$ cat config.mk
export PLATFORM = sky130hd
export DESIGN_NAME = cpu_req_gen
export DESIGN_NICKNAME = d
export VERILOG_FILES = /design/src/rtl/cpu_pkg.sv /design/src/rtl/cpu_req_gen_lfsr32.sv /design/src/rtl/cpu_req_gen.sv
export SDC_FILE = /design/constraint.sdc
export NUM_CORES = 1
export LEC_CHECK = 0
export BUFFER_PORTS_ARGS = -buffer_cell sky130_fd_sc_hd__buf_2
export CAP_MARGIN = 20
export CORE_MARGIN = 8
export CORE_UTILIZATION = 49
export DETAILED_ROUTE_END_ITERATION = 6
export GPL_TIMING_DRIVEN = 0
export PLACE_DENSITY = 0.73
export SKIP_LAST_GASP = 1
export SLEW_MARGIN = 20
export SYNTH_ARGS = -nofsm -noshare
export SYNTH_HDL_FRONTEND = slang
export SYNTH_SLANG_ARGS = --single-unit
$ cat constraint.sdc
create_clock -name clk -period 2 [get_ports clk]
set_clock_uncertainty 0.1 [all_clocks]
set_input_delay 0.3 -clock clk [delete_from_list [all_inputs] [get_ports clk]]
set_output_delay 0.3 -clock clk [all_outputs]
set_load 0.05 [all_outputs]
$ cat src/rtl/cpu_pkg.sv
// Shared types for the CPU-side fetch request generator.
package cpu_pkg;

  // Address stream selected by `mode` when a run starts.
  typedef enum logic [1:0] {
    Seq    = 2'd0,
    Stride = 2'd1,
    Loop   = 2'd2,
    Rand   = 2'd3
  } req_mode_e;

  // Run control state.
  typedef enum logic [1:0] {
    StIdle  = 2'd0,
    StIssue = 2'd1,
    StDone  = 2'd2,
    StErr   = 2'd3
  } req_state_e;

  // Galois feedback mask for taps 32,22,2,1 (bit t-1 set for tap t).
  localparam logic [31:0] LFSR_TAPS = 32'h8020_0003;

endpackage

$ cat src/rtl/cpu_req_gen_lfsr32.sv
// 32-bit right-shifting Galois LFSR used for pseudo-random fetch addresses.
module lfsr32 import cpu_pkg::*; #(
  parameter logic [31:0] RESET_SEED = 32'hACE1_0001
) (
  input  logic        clk,
  input  logic        rst,
  input  logic        load,
  input  logic [31:0] seed,
  input  logic        advance,
  output logic [31:0] value
);

  logic [31:0] state_q;
  logic [31:0] state_next;

  // One Galois step: shift right, fold the outgoing bit into the tap positions.
  always_comb begin
    state_next = (state_q >> 1) ^ (state_q[0] ? LFSR_TAPS : 32'h0);
  end

  // State register; load has priority over advance.
  always_ff @(posedge clk) begin
    if (rst) begin
      state_q <= RESET_SEED;
    end else if (load) begin
      state_q <= seed;
    end else if (advance) begin
      state_q <= state_next;
    end
  end

  assign value = state_q;

endmodule

$ cat src/rtl/cpu_req_gen.sv
// CPU-side instruction fetch request generator for the I-cache front port.
// Optional data checker enabled by defining CPU_REQ_GEN_CHECK_EN.
module cpu_req_gen import cpu_pkg::*; #(
  parameter int unsigned        ADDR_W    = 32,
  parameter int unsigned        DATA_W    = 32,
  parameter int unsigned        NUM_REQ   = 16,
  parameter int unsigned        STRIDE    = 4,
  parameter logic [ADDR_W-1:0]  BASE_ADDR = '0,
  parameter int unsigned        LOOP_LEN  = 8,
  parameter int unsigned        TIMEOUT   = 64,
  parameter logic [31:0]        LFSR_SEED = 32'hACE1_0001,
  parameter logic [DATA_W-1:0]  CHECK_XOR = '0
) (
  input  logic                           clk,
  input  logic                           rst,
  input  logic                           start,
  input  logic [1:0]                     mode,
  output logic                           read_en,
  output logic [ADDR_W-1:0]              request_addr,
  input  logic                           hit,
  input  logic [DATA_W-1:0]              requested_data,
  output logic                           busy,
  output logic                           done,
  output logic                           timeout_err,
  output logic [$clog2(NUM_REQ+1)-1:0]   req_count,
  output logic [DATA_W-1:0]              last_data,
  output logic                           data_err
);

  localparam int unsigned CNT_W  = $clog2(NUM_REQ + 1);
  localparam int unsigned WAIT_W = $clog2(TIMEOUT);
  localparam int unsigned LOOP_W = $clog2(LOOP_LEN + 1);

  req_state_e          state_q, state_d;
  req_mode_e           mode_q, mode_d;
  logic [ADDR_W-1:0]   addr_q, addr_d;
  logic [LOOP_W-1:0]   loop_idx_q, loop_idx_d;
  logic [WAIT_W-1:0]   wait_q, wait_d;
  logic [CNT_W-1:0]    cnt_q, cnt_d;
  logic [DATA_W-1:0]   last_data_q, last_data_d;
  logic                lfsr_load, lfsr_adv;
  logic [31:0]         lfsr_value;
  logic [ADDR_W-1:0]   rand_addr;
  logic                xfer;
  logic                run_start;

  lfsr32 #(
    .RESET_SEED (LFSR_SEED)
  ) u_lfsr (
    .clk     (clk),
    .rst     (rst),
    .load    (lfsr_load),
    .seed    (LFSR_SEED),
    .advance (lfsr_adv),
    .value   (lfsr_value)
  );

  // Word-aligned random address; zero-extended when the bus is wider than the LFSR.
  if (ADDR_W <= 32) begin : g_rand_narrow
    assign rand_addr = {lfsr_value[ADDR_W-1:2], 2'b00};
  end else begin : g_rand_wide
    assign rand_addr = {{(ADDR_W - 32){1'b0}}, lfsr_value[31:2], 2'b00};
  end

  logic unused_lfsr_bits;
  assign unused_lfsr_bits = ^lfsr_value;

  assign xfer      = (state_q == StIssue) && hit;
  assign run_start = (state_q != StIssue) && start;

  // Next-state logic: run start, transfer completion, wait counting and timeout.
  always_comb begin
    state_d     = state_q;
    mode_d      = mode_q;
    addr_d      = addr_q;
    loop_idx_d  = loop_idx_q;
    wait_d      = wait_q;
    cnt_d       = cnt_q;
    last_data_d = last_data_q;
    lfsr_load   = 1'b0;
    lfsr_adv    = 1'b0;

    case (state_q)
      StIssue: begin
        if (hit) begin
          // A hit on the timeout cycle still completes the transfer.
          last_data_d = requested_data;
          cnt_d       = cnt_q + 1'b1;
          wait_d      = '0;
          lfsr_adv    = 1'b1;
          case (mode_q)
            Seq:    addr_d = addr_q + ADDR_W'(4);
            Stride: addr_d = addr_q + ADDR_W'(STRIDE);
            Loop: begin
              if (loop_idx_q == LOOP_W'(LOOP_LEN - 1)) begin
                addr_d     = BASE_ADDR;
                loop_idx_d = '0;
              end else begin
                addr_d     = addr_q + ADDR_W'(4);
                loop_idx_d = loop_idx_q + 1'b1;
              end
            end
            default: addr_d = addr_q;  // Rand addresses come from the LFSR
          endcase
          if (cnt_q == CNT_W'(NUM_REQ - 1)) begin
            state_d = StDone;
          end
        end else if (wait_q == WAIT_W'(TIMEOUT - 1)) begin
          state_d = StErr;
        end else begin
          wait_d = wait_q + 1'b1;
        end
      end
      default: begin
        if (start) begin
          state_d    = StIssue;
          mode_d     = req_mode_e'(mode);
          addr_d     = BASE_ADDR;
          loop_idx_d = '0;
          wait_d     = '0;
          cnt_d      = '0;
          lfsr_load  = 1'b1;
        end
      end
    endcase
  end

  // Run state registers.
  always_ff @(posedge clk) begin
    if (rst) begin
      state_q     <= StIdle;
      mode_q      <= Seq;
      addr_q      <= BASE_ADDR;
      loop_idx_q  <= '0;
      wait_q      <= '0;
      cnt_q       <= '0;
      last_data_q <= '0;
    end else begin
      state_q     <= state_d;
      mode_q      <= mode_d;
      addr_q      <= addr_d;
      loop_idx_q  <= loop_idx_d;
      wait_q      <= wait_d;
      cnt_q       <= cnt_d;
      last_data_q <= last_data_d;
    end
  end

  assign read_en      = (state_q == StIssue);
  assign busy         = (state_q == StIssue);
  assign done         = (state_q == StDone);
  assign timeout_err  = (state_q == StErr);
  assign request_addr = (mode_q == Rand) ? rand_addr : addr_q;
  assign req_count    = cnt_q;
  assign last_data    = last_data_q;

`ifdef CPU_REQ_GEN_CHECK_EN
  localparam int unsigned CMP_W = (ADDR_W > DATA_W) ? ADDR_W : DATA_W;

  logic             data_err_q, data_err_d;
  logic [CMP_W-1:0] exp_data, got_data;

  // Expected word is the fetch address XOR a fixed pattern, compared at full width.
  always_comb begin
    exp_data   = CMP_W'(request_addr) ^ CMP_W'(CHECK_XOR);
    got_data   = CMP_W'(requested_data);
    data_err_d = data_err_q;
    if (run_start) begin
      data_err_d = 1'b0;
    end else if (xfer && (got_data != exp_data)) begin
      data_err_d = 1'b1;
    end
  end

  // Sticky mismatch flag.
  always_ff @(posedge clk) begin
    if (rst) begin
      data_err_q <= 1'b0;
    end else begin
      data_err_q <= data_err_d;
    end
  end

  assign data_err = data_err_q;
`else
  logic [DATA_W-1:0] unused_check_xor;
  logic              unused_ctrl;
  assign unused_check_xor = CHECK_XOR;
  assign unused_ctrl      = xfer ^ run_start;
  assign data_err         = 1'b0;
`endif

endmodule

==> impl_metrics.tcl <==
set metrics [dict create \
    synth_mux_area_frac 0.0772 \
    globalRouteTotalUtil 0.235 \
    grt_setup_unrepaired "yes" \
    cp_slowest_stage_delay_ns 0.38 \
    final.min_clock_period_ns 2.11 \
    cts_htree_levels 4 \
    numClockSinks 113 \
    global_route_wire_length_before_repair_mm 27.4 \
    netlist_area_um2 5300 \
    r2r_slack_ns -0.09 \
    cts_buffer_depth 2 \
    insertedDiodeCount 0 \
    peakVddDrop_uv 591 \
    final_util 0.721 \
    asyncSetResetFlopFracSynth 0 \
    wl_per_cell_um 18.7 \
    worstRegToRegCells 5 \
    drv_slew 0 \
    cts_tree "yes" \
    finish.instance_area_um2 7710 \
    setup.worst_path.start_class "register" \
    post_synth_inst_count 655 \
    cp_cell_instances "and2_4, buf_6, mux2_4, buf_8" \
    std_cell_rows 38 \
    place_congestion 0.871 \
    worst_slew_pin_slew_ns 0.703 \
    critical_path.slowest_cell "sky130_fd_sc_hd__dfxtp_4" \
    critical_path_class "reg2out" \
    die_x_um 120 \
    gr-total-overflow 0 \
    insertion_delay_to_the_later_sink_of_the_worst_skew_pair_ns 0.52 \
    setup_violations 30 \
    dieArea_um2 14400 \
    fp.coreArea_um2 10700 \
    maxClockFrequency_mhz 474 \
    fin_ws_ns -0.108 \
    power-per-cell-area_nw_per_um2 758 \
    worst_slew_margin_rel 0.532 \
    overall_power_consumption_mw 5.84 \
    die_h_um 120 \
    place.port_buffers 107 \
    cts_buffers 17 \
    antenna_found_initial 0 \
    rr_startpoint "mode_q[0]" \
    syn_avg_cell_area_um2 8.10 \
    synth_top_family_by_area "simple AND/OR/NAND/NOR gates" \
    number_of_vias_per_cell_after_detailed_routing 5.93 \
    hold_viol_final 0 \
    via_count_of_the_first_global_routing_pass 5593 \
    first_pass_iters 5 \
    area_growth_synth_to_finish_pct 45.4 \
    setup.worst_path.end_class "output pin" \
    drtIter0Drc 436 \
    synth-edff-count 0 \
    synth_simple_gate_area_frac 0.265 \
    ctsRootBufferMaster "sky130_fd_sc_hd__clkbuf_8" \
    cp_data_required_time_ns 1.60 \
    xor_xnor_fraction_of_synth_area 0.00661 \
    worst_r2r_endpoint "addr_q[31]" \
    vias 5797 \
    ys_types 50 \
    fraction_of_the_mapped_netlist_area_in_compound_gates 0.161 \
    place_hpwl_mm 11.2 \
    cp_max_fo 6 \
    layout.nets 871 \
    failed_checks "setup timing" \
    fin_crit_sh 1.05 \
    drt-total-wl_mm 18.3 \
    synthAdderAreaFrac 0.0118 \
    initial_utilization 0.496 \
    clkTransAtPathRegs_ns 0.05 \
    yosys_warnings 0 \
    timing.critical_path.to "request_addr[31]" \
    count_of_nets_left_with_antenna_violations_after_detail_routing 0 \
    synth_seq_area_share 0.427 \
    io_pins 112 \
    max_cap_violations 0 \
    drive_gt1_frac 0.284 \
    synth_flop_cell "sky130_fd_sc_hd__dfxtp_1" \
    outcome "complete, but fails checks" \
    drc_errors 0 \
    hold_class "in2reg" \
    worst_setup_path_startpoint "mode_q[1]" \
    cellLeakagePower_nw 3.05 \
    timing.critical_path.arrival_ns 1.71 \
    postSynthRegisterBits 113 \
    setup-tns-final_ns -1.02 \
    grt_start_max_net_pins 17 \
    place_area_um2 6020 \
]
-- sequential cells by signal, indices dropped and copies added, names as in the netlist --
signal	flops
addr_q	30
req_count	5
last_data	32
u_lfsr.value	32
state_q	2
wait_q	6
mode_q	2
loop_idx_q	4
-- cells in the final DEF, fill, tap and decap left out, types with 8 or more instances in the layout --
| cell | instances |
|---|---|
| sky130_fd_sc_hd__buf_6 | 10 |
| sky130_fd_sc_hd__dfxtp_1 | 107 |
| sky130_fd_sc_hd__dlygate4sd3_1 | 35 |
| sky130_fd_sc_hd__clkbuf_1 | 26 |
| sky130_fd_sc_hd__buf_8 | 26 |
| sky130_fd_sc_hd__nand3_1 | 44 |
| sky130_fd_sc_hd__inv_1 | 13 |
| sky130_fd_sc_hd__nor2_1 | 14 |
| sky130_fd_sc_hd__clkbuf_16 | 18 |
| sky130_fd_sc_hd__clkbuf_2 | 9 |
| sky130_fd_sc_hd__o21ai_0 | 8 |
| sky130_fd_sc_hd__a21oi_1 | 85 |
| sky130_fd_sc_hd__buf_4 | 14 |
| sky130_fd_sc_hd__and3_1 | 8 |
| sky130_fd_sc_hd__mux2_4 | 23 |
| sky130_fd_sc_hd__nand3b_1 | 14 |
| sky130_fd_sc_hd__mux2i_1 | 15 |
| sky130_fd_sc_hd__nand4_1 | 11 |
| sky130_fd_sc_hd__nand2_1 | 145 |
| sky130_fd_sc_hd__o31ai_1 | 8 |
| sky130_fd_sc_hd__buf_2 | 80 |
-- where the power goes --
part / internal [mW] / switching [mW]
combinational: 0.295 / 0.587
clock: 1.59 / 0.995
sequential: 2.32 / 0.0594
total: 4.20 / 1.64
-- metrics by stage --
| stage | cells | worst slack, ns | hold WS [ns] |
|---|---|---|---|
| after CTS | 978 | -0.101 | 0.0866 |
| after global placement | 904 | -0.254 | 0.339 |
| after global routing | 978 | -0.152 | 0.126 |
| after floorplan | 657 | -0.301 | 0.336 |
| after detailed placement | 904 | -0.267 | 0.343 |
| final | 978 | -0.108 | 0.114 |
-- cell families after synthesis --
kind of cell | Yosys count
buf+inv | 67
other cells | 1
mux | 38
fa+ha+maj | 5
compound gates | 138
xor+xnor | 4
simple gates | 289
flops | 113
-- layout make-up --
type / instances / area (µm²)
buffer: 48 / 275
sequential: 113 / 2270
fill: 744 / 2990
multi-input combinational: 477 / 3080
clock buffer: 23 / 467
inverter: 14 / 56.3
clock inverter: 6 / 35.0
tap: 140 / 175
timing repair buffer: 157 / 1350
-- synth_stat cells, types with 6 or more instances --
library cell,n,share of area
sky130_fd_sc_hd__mux2i_1,15,0.028
sky130_fd_sc_hd__nand3_1,45,0.042
sky130_fd_sc_hd__clkbuf_1,37,0.026
sky130_fd_sc_hd__a211oi_1,7,0.0099
sky130_fd_sc_hd__nand4_1,11,0.013
sky130_fd_sc_hd__dfxtp_1,113,0.43
sky130_fd_sc_hd__a21oi_1,86,0.081
sky130_fd_sc_hd__mux2_2,23,0.049
sky130_fd_sc_hd__or4_1,6,0.0085
sky130_fd_sc_hd__buf_1,7,0.0050
sky130_fd_sc_hd__o21ai_0,15,0.014
sky130_fd_sc_hd__and4_1,6,0.0099
sky130_fd_sc_hd__nor2_1,14,0.0099
sky130_fd_sc_hd__o31ai_1,8,0.011
sky130_fd_sc_hd__inv_1,14,0.0099
sky130_fd_sc_hd__nand2_1,153,0.11
sky130_fd_sc_hd__and3_1,8,0.0094
sky130_fd_sc_hd__nor4_1,10,0.012
sky130_fd_sc_hd__nand3b_1,14,0.020
-- how the worst min path moves through the flow --
stage                      startpoint             to  slack [ns]  cells past startpoint
finish                            rst      mode_q[1]        0.11                      2
detailed placement      last_data[29]  last_data[29]        0.34                      2
global route                      rst      mode_q[1]        0.13                      2
CTS                               rst      mode_q[1]        0.09                      2
floorplan           requested_data[0]   last_data[0]        0.34                      2
global placement         last_data[3]   last_data[3]        0.34                      2
-- critical path, delay by kind of cell (launching register included) --
kind / cells / cell delay, ns
and+or+nand+nor: 1 / 0.22
muxes: 1 / 0.31
buffers and inverters: 2 / 0.28
DFF: 1 / 0.38
-- metal layers --
layer  track usage  routed length (µm)  vias up
met5             0                   0        -
met4         0.112                 725        0
met3        0.0850                1710       77
met2         0.395                8880      322
met1         0.259                6970     2737
li1              -                   -     2661
-- repair_timing --
item / CTS / global route
setup buffers: 10 / 2
hold endpoints to repair: 35 / 0
cloned: 2 / 1
hold buffers: 35 / 0
gates resized for setup: 127 / 89
endpoints found under the setup margin: 100 / 107
pin swaps: 3 / 5
(Power assumes the default switching activity.)
